==> src/rtl/fetch_unit.sv <==
// Instruction-fetch front end: owns the PC, reads instruction memory and
// queues returned words with their PCs in a 2-entry buffer for decode.
module fetch_unit #(
  parameter logic [31:0] RESET_PC   = 32'h0040_0000,
  parameter int unsigned IMEM_WORDS = 1024
) (
  input  logic        clk_i,
  input  logic        rst_ni,
  output logic        imem_rena_o,
  output logic [31:0] imem_addr_o,
  input  logic [31:0] imem_data_i,
  input  logic        redirect_valid_i,
  input  logic [31:0] redirect_pc_i,
  output logic        inst_valid_o,
  input  logic        inst_ready_i,
  output logic [31:0] inst_out_o,
  output logic [31:0] inst_pc_o,
  output logic [31:0] inst_pc_plus4_o,
  output logic        fetch_fault_o
);

  // One past the last valid byte; 33 bits so the bound cannot wrap.
  localparam logic [32:0] WinEnd = {1'b0, RESET_PC} + (33'(IMEM_WORDS) << 2);

  logic [31:0] fetch_pc_q, fetch_pc_d;
  logic [31:0] buf_word_q [2];
  logic [31:0] buf_pc_q   [2];
  logic        wr_ptr_q, wr_ptr_d;
  logic        rd_ptr_q, rd_ptr_d;
  logic [1:0]  count_q, count_d;

  logic bad, pop, issue;

  // Fault and handshake decode from current state.
  always_comb begin
    bad = (fetch_pc_q[1:0] != 2'b00) | (fetch_pc_q < RESET_PC) |
          ({1'b0, fetch_pc_q} >= WinEnd);
    inst_valid_o = (count_q != 2'd0);
    pop          = inst_valid_o & inst_ready_i;
    issue        = !bad & !redirect_valid_i & ((count_q < 2'd2) | pop);
  end

  // Output drive; head fields read as zero while the buffer is empty.
  always_comb begin
    imem_rena_o   = issue;
    imem_addr_o   = fetch_pc_q;
    fetch_fault_o = bad;
    if (inst_valid_o) begin
      inst_out_o      = buf_word_q[rd_ptr_q];
      inst_pc_o       = buf_pc_q[rd_ptr_q];
      inst_pc_plus4_o = buf_pc_q[rd_ptr_q] + 32'd4;
    end else begin
      inst_out_o      = 32'h0;
      inst_pc_o       = 32'h0;
      inst_pc_plus4_o = 32'h0;
    end
  end

  // Next-state: a redirect flushes the buffer and suppresses the push.
  always_comb begin
    fetch_pc_d = fetch_pc_q;
    wr_ptr_d   = wr_ptr_q;
    rd_ptr_d   = rd_ptr_q;
    count_d    = count_q;
    if (redirect_valid_i) begin
      fetch_pc_d = redirect_pc_i;
      wr_ptr_d   = 1'b0;
      rd_ptr_d   = 1'b0;
      count_d    = 2'd0;
    end else begin
      if (issue) begin
        fetch_pc_d = fetch_pc_q + 32'd4;
        wr_ptr_d   = ~wr_ptr_q;
      end
      if (pop) begin
        rd_ptr_d = ~rd_ptr_q;
      end
      count_d = count_q + {1'b0, issue} - {1'b0, pop};
    end
  end

  // Control state registers.
  always_ff @(posedge clk_i or negedge rst_ni) begin
    if (!rst_ni) begin
      fetch_pc_q <= RESET_PC;
      wr_ptr_q   <= 1'b0;
      rd_ptr_q   <= 1'b0;
      count_q    <= 2'd0;
    end else begin
      fetch_pc_q <= fetch_pc_d;
      wr_ptr_q   <= wr_ptr_d;
      rd_ptr_q   <= rd_ptr_d;
      count_q    <= count_d;
    end
  end

  // Buffer storage; written only on an issued fetch.
  always_ff @(posedge clk_i or negedge rst_ni) begin
    if (!rst_ni) begin
      for (int i = 0; i < 2; i++) begin
        buf_word_q[i] <= 32'h0;
        buf_pc_q[i]   <= 32'h0;
      end
    end else if (issue) begin
      buf_word_q[wr_ptr_q] <= imem_data_i;
      buf_pc_q[wr_ptr_q]   <= fetch_pc_q;
    end
  end

endmodule

==> config.mk <==
export PLATFORM = sky130hd
export DESIGN_NAME = fetch_unit
export DESIGN_NICKNAME = d
export VERILOG_FILES = /design/src/rtl/fetch_unit.sv
export SDC_FILE = /design/constraint.sdc
export NUM_CORES = 1
export LEC_CHECK = 0
export BUFFER_PORTS_ARGS = -buffer_cell sky130_fd_sc_hd__clkbuf_2
export CORE_ASPECT_RATIO = 0.8
export CORE_MARGIN = 5
export CORE_UTILIZATION = 58
export DETAILED_ROUTE_END_ITERATION = 6
export HOLD_SLACK_MARGIN = 0.1
export PLACE_DENSITY = 0.95
export SLEW_MARGIN = 40
export SYNTH_ARGS = -nofsm -noshare
export SYNTH_HDL_FRONTEND = slang
export SYNTH_SLANG_ARGS = --single-unit
==> constraint.sdc <==
create_clock -name clk_i -period 6.6 [get_ports clk_i]
set_input_delay 1.32 -clock clk_i [delete_from_list [all_inputs] [get_ports clk_i]]
set_output_delay 1.32 -clock clk_i [all_outputs]
set_load 0.005 [all_outputs]
Word level (Yosys, flattened, before mapping)
Cells that the tools add are included.
Word-level totals
  logic and storage cells: 55
  register bits after elaboration: 164
  bits of input ports: 68
  output and inout port bits: 131
Cells by class
  multiplexer cells: 20
  reductions and logical operators: 7
  bitwise logic cells: 10
  order comparisons: 6
  add/sub/neg operators: 4
Operators with widths (count)
  32-bit 2-to-1 mux: 12
  64-bit bitwise mux: 2
  32-bit by 3-bit adder with 32-bit output (second input constant): 2
  32-bit demux with 1-bit select: 1
  32-bit by 23-bit greater-or-equal comparator with 1-bit output (second input constant): 1
  32-bit by 23-bit < comparator with 1-bit output (second input constant): 1
  2-bit nonzero test: 4
  2-bit greater-or-equal comparator (second input constant): 2
  1-bit 2-to-1 mux: 4
  1-bit NOT with 2-bit output: 2
  1-bit AND: 3
  1-bit OR: 3
  2-bit by 1-bit adder with 2-bit output: 1
  1-bit logical NOT: 2
  2-bit by 1-bit < comparator with 1-bit output (second input constant): 1
  2-bit < comparator (second input constant): 1
  2-bit 2-to-1 mux: 1
  1-bit NOT: 2
  2-bit by 1-bit subtractor with 2-bit output: 1
  1-bit logical AND: 1

Logic depth before layout (Yosys ltp)
  depth in word-level cells: 9
  mapped depth: 11
  gate-level depth less buffers: 8

Worst setup path after synthesis
OpenSTA, ideal clock, no wires.
  path kind: flip-flop to output port
  start point: register rd_ptr_q
  end point: output inst_pc_plus4_o[14]
  required time: 5.280 ns
  stages on the path, launching flop included: 12
  setup slack: 2.758 ns
  arrival time: 2.522 ns
  path buffers: 4
  cells stage by stage: dfrtp_1 > buf_6 > buf_6 > buf_4 > buf_4 > mux2_2 > ha_1 > inv_1 > a211oi_2 > nand2_2 > nor4_1 > a2bb2oi_1
On the way
  longest elaborated chain between the ends: 6
RTL lines
  start, declared: RTL line 29  | logic rd_ptr_q, rd_ptr_d;
  start signal, assigned: RTL line 92  | rd_ptr_q <= rd_ptr_d;
  1-bit NOT with 2-bit output (implied by the code): RTL line 51  | inst_pc_plus4_o = buf_pc_q[rd_ptr_q] + 32'd4;
  32-bit 2-to-1 mux (implied by the code) (3 in a row): RTL line 51
  32-bit by 3-bit adder with 32-bit output: RTL line 51
  32-bit 2-to-1 mux: RTL line 48  | if (inst_valid_o) begin
  end, declared: RTL line 18  | output logic [31:0] inst_pc_plus4_o,
No other way between the ends. The select of a mux whose other input is x is not followed.

Worst setup path after layout
  start point: register rd_ptr_q
  end point: output inst_pc_plus4_o[31]
The elaborated chain is that of the path after synthesis.

==> results by stage <==
Route:
- The pre-antenna-repair detailed-routing pass consisted of 5 iterations.
- The total via count after detailed routing is 6352.
- The number of DRC markers after the initial detailed-route iteration is 386.
- The detail route stage leaves a number of antenna-violating nets equal to 0.
- The routed length per placed instance is 19.3 microns.
- The ratio of routed vias to standard cells is 5.86.
- The residual DRC count is 0.
- The final layout contains routed wiring with a total length of roughly 21000 microns.

Finish:
- The area growth from synthesis to layout is 20.4%.
- The final net count is approximately 960.
- The layout filler cell count is 1005.
- The area of combinational cells with multiple inputs is 0.00384 sq mm.
- The number of inserted diodes is 0.
- In the final layout, the share of cells above drive strength 1 is 0.364.
- The sequential standard cell area is a little over 0.004 sq mm.

Global route:
- The largest net degree at the start of global routing is 108.
- The number of global-route vias before repair is between 6000 and 7000.
- The first global-routing pass estimated ~33000 microns of wire.
- After global routing the overflow that remains totals 0.
- The overall routing resource usage is 0.257.
- The number of antenna violations at the first check in global routing is 0.

Synth:
- Of all flip-flops after synthesis, the portion carrying an async set or reset was 1.00.
- Counting flops and latches in the post-synthesis netlist gives 164.
- The Yosys step of the flow raised 0 warnings.
- Among all flip-flop cells after synthesis, the most frequent one is sky130_fd_sc_hd__dfrtp_1.
- The net count after synthesis is 778.
- The average instance in the mapped netlist occupies 11.7 sq um.
- The number of different library cells used by synthesis comes to 61.
- Yosys attributes the largest share of cell area to sky130_fd_sc_hd__dfrtp_1 (49%), sky130_fd_sc_hd__mux2_2 (9.4%), sky130_fd_sc_hd__mux2i_1 (7.5%), sky130_fd_sc_hd__mux2_1 (5.3%), sky130_fd_sc_hd__nor2_1 (4.0%).
- After technology mapping, the gate count stands at a little over 700.
- The cell taking the most area after synthesis is sky130_fd_sc_hd__dfrtp_1.
- The synthesized design contains 0 enable-type register cells.
- The top cell type's share of synthesized area is 0.495.
- The post-synthesis cell area is 0.00825 sq mm.
- The sequential cell area fraction in the yosys report is 0.498.

Die:
- The region available for standard cell placement spans approximately 0.014 sq mm.
- The horizontal extent of the die is 143 microns.
- The die footprint is around 0.017 sq mm.
- The total I/O pin count is approximately 200.
- The number of rows in the core area is 39.
- The starting density of the core is 0.585.
- The die height is 117 microns.

Critical path:
- The largest driver fanout on the critical path is 37.
- The end of the worst register-to-register path is buf_pc_q[36].
- STA classifies the critical path endpoint as an output port.
- The worst reg2reg path startpoint is imem_addr_o[28].
- The depth of the most critical reg-to-reg path is 6.
- The critical path in this run is classified as register to output port.
- For the worst setup path, the data required time is 5.28 ns.
- Data arrives at the worst endpoint at 3.23 ns.
- The minimum setup slack among reg-to-reg paths is just under 4 ns.
- The worst setup path is launched from a register.

CTS:
- TritonCTS built the clock tree.
- The H-tree generated during clock tree synthesis spans 4 levels.
- In this run the clock root is driven by a sky130_fd_sc_hd__clkbuf_16.
- The post-cts hold buffer count is 0.
- The post-cts resize count is 0.
- The clock buffer count from CTS is 17.
- The number of setup buffers added after CTS is 0.
- The clock sink total is 164.
- The clock passes through at most 2 buffers.
- The register clock-pin slew on the reported worst setup and hold paths is roughly 0.06 ns.
- The latest clock arrival within the worst-skew pair is 0.43 ns.

STA:
- At the pin with the least slew margin, the transition time is ~0.73 ns.
- Dividing the final minimum period by the clock period gives 0.689.
- The total count of hold-check failures in the final report is 0.
- The number of failing setup endpoints in the final timing report is 0.
- Across all hold checks on the routed design, the worst slack comes to about 0.48 ns.
- The max-slew headroom at the worst pin is 0.512.
- Timing would allow up to approximately 220 MHz.
- Setup repair after global routing left no endpoint under its margin.
- The final critical path time including I/O delays and setup is 4.55 ns.
- On the final layout, the worst clock skew is ~0.014 ns.
- The number of max-slew violations in the final report is 0.
- The final sum of negative setup slack is 0 ns.

Worst hold path:
- Counting instances, the worst hold path has a depth of 1.
- The startpoint of the lowest-slack hold path is buf_word_q[63].
- The min-delay analysis places its worst path in the category register to register.
- The endpoint of the worst hold-timing path is buf_word_q[63].

Place:
- During placement, the flow inserted port buffers numbering 198.
- At the end of routability-driven placement, the weighted congestion stood at 0.903.
- The half-perimeter wire length after detailed placement is 14500 microns.

Outcome:
- The run finished with clean final reports.

Power:
- The worst-case IR drop observed on VDD is 0.228 mV.
- Dividing total power by cell area gives a power density of 236 mW/mm^2.
- The reported leakage power is 4.77 nW.
- The sum of internal, switching and leakage power is 2.35 mW.

Run:
- The number of violations of the max-capacitance limit is 0.
## how the worst max path moves through the flow
stage / from / end
after global placement: rd_ptr_q / inst_pc_plus4_o[14]
after detailed placement: rd_ptr_q / inst_pc_plus4_o[14]
after floorplan: rd_ptr_q / inst_pc_plus4_o[14]
final: rd_ptr_q / inst_pc_plus4_o[31]
after global routing: rd_ptr_q / inst_pc_plus4_o[14]
after CTS: rd_ptr_q / inst_pc_plus4_o[14]
## cells in the final DEF, fill, tap and decap left out, drive strengths merged, types with 6 or more instances in the layout
| cell type | n |
|---|---|
| xnor2 | 19 |
| mux2 | 108 |
| nand2 | 28 |
| a31oi | 8 |
| inv | 9 |
| nor2b | 24 |
| buf | 8 |
| nor2 | 87 |
| nor3 | 15 |
| clkbuf | 220 |
| nand3 | 10 |
| mux2i | 62 |
| o21ai | 14 |
| nand4b | 7 |
| nor4 | 16 |
| nand4 | 12 |
| dfrtp | 163 |
| and2 | 31 |
| a21oi | 6 |
## synth_stat cells, drive strengths merged (2+ instances only)
| cell | n |
|---|---|
| nor2 | 87 |
| a211oi | 2 |
| nand4b | 7 |
| a31oi | 8 |
| o31ai | 3 |
| and2 | 31 |
| clkbuf | 18 |
| mux2 | 108 |
| mux2i | 62 |
| nand4 | 12 |
| nor2b | 24 |
| buf | 23 |
| nand2 | 28 |
| dfrtp | 163 |
| o21a | 2 |
| nor4 | 16 |
| o21ai | 14 |
| ha | 5 |
| a21oi | 6 |
| nand3 | 10 |
| inv | 8 |
| xor2 | 3 |
| and3 | 3 |
| xnor2 | 19 |
| o31a | 4 |
| or2 | 2 |
| nand2b | 3 |
| and4 | 2 |
| a2bb2oi | 2 |
| nor3 | 15 |
## stage by stage
step	instances	cell area, sq um	util	setup slack (ns)
floorplan	705	8250	-	2.76
global placement	1050	9240	0.655	2.43
detailed placement	1051	9270	0.657	2.32
CTS	1082	9870	0.700	1.87
global route	1084	9930	0.704	1.84
finish	1084	9930	0.704	2.05
## critical path, stage by stage, from the launching register on
cell and delay, ns:
sky130_fd_sc_hd__dfrtp_4 0.71, sky130_fd_sc_hd__buf_16 0.27, sky130_fd_sc_hd__nand4b_1 0.28, sky130_fd_sc_hd__a21oi_4 0.32, sky130_fd_sc_hd__nand4_2 0.36, sky130_fd_sc_hd__nor4_2 0.39
sky130_fd_sc_hd__mux2_1 0.34, sky130_fd_sc_hd__clkbuf_2 0.11
## final cells by class
class / count / share of cell area
Timing Repair Buffer: 205 / 0.112
Inverter: 9 / 0.00340
Clock buffer: 23 / 0.0481
Clock inverter: 8 / 0.0124
Tap cell: 184 / 0.0232
Multi-Input combinational cell: 491 / 0.387
Sequential cell: 164 / 0.414
## power by group
part           switching [mW]  internal [mW]  leakage (nW)  total (mW)
clock                   0.389          0.623         0.297        1.01
sequential             0.0523           1.03          2.22        1.08
combinational           0.154          0.100          2.26       0.254
## flip-flops by register name, summed over array words and instances (netlist names)
| register | count |
|---|---|
| buf_word_q | 64 |
| buf_pc_q | 64 |
| imem_addr_o | 32 |
| rd_ptr_q | 1 |
| count_q | 2 |
| wr_ptr_q | 1 |
## logic make-up after synthesis
logic type,after synthesis,synth area share
DFF,164,0.498
muxes,170,0.223
adders and majority gates,5,0.00759
and+or+nand+nor,246,0.168
xor gates and xnor gates,22,0.0234
buffers and inverters,50,0.0376
AOI/OAI and AO/OA,48,0.0426
## metal layers
layer | part of all wire | global-route usage | routed length, microns | up-vias
met5 | 0 | 0 | 0 | -
met4 | 0.018 | 0.0765 | 383 | 0
met3 | 0.095 | 0.0688 | 1990 | 39
met2 | 0.47 | 0.417 | 9920 | 326
met1 | 0.41 | 0.344 | 8670 | 3145
li1 | - | - | - | 2842
(Power assumes the default switching activity.)
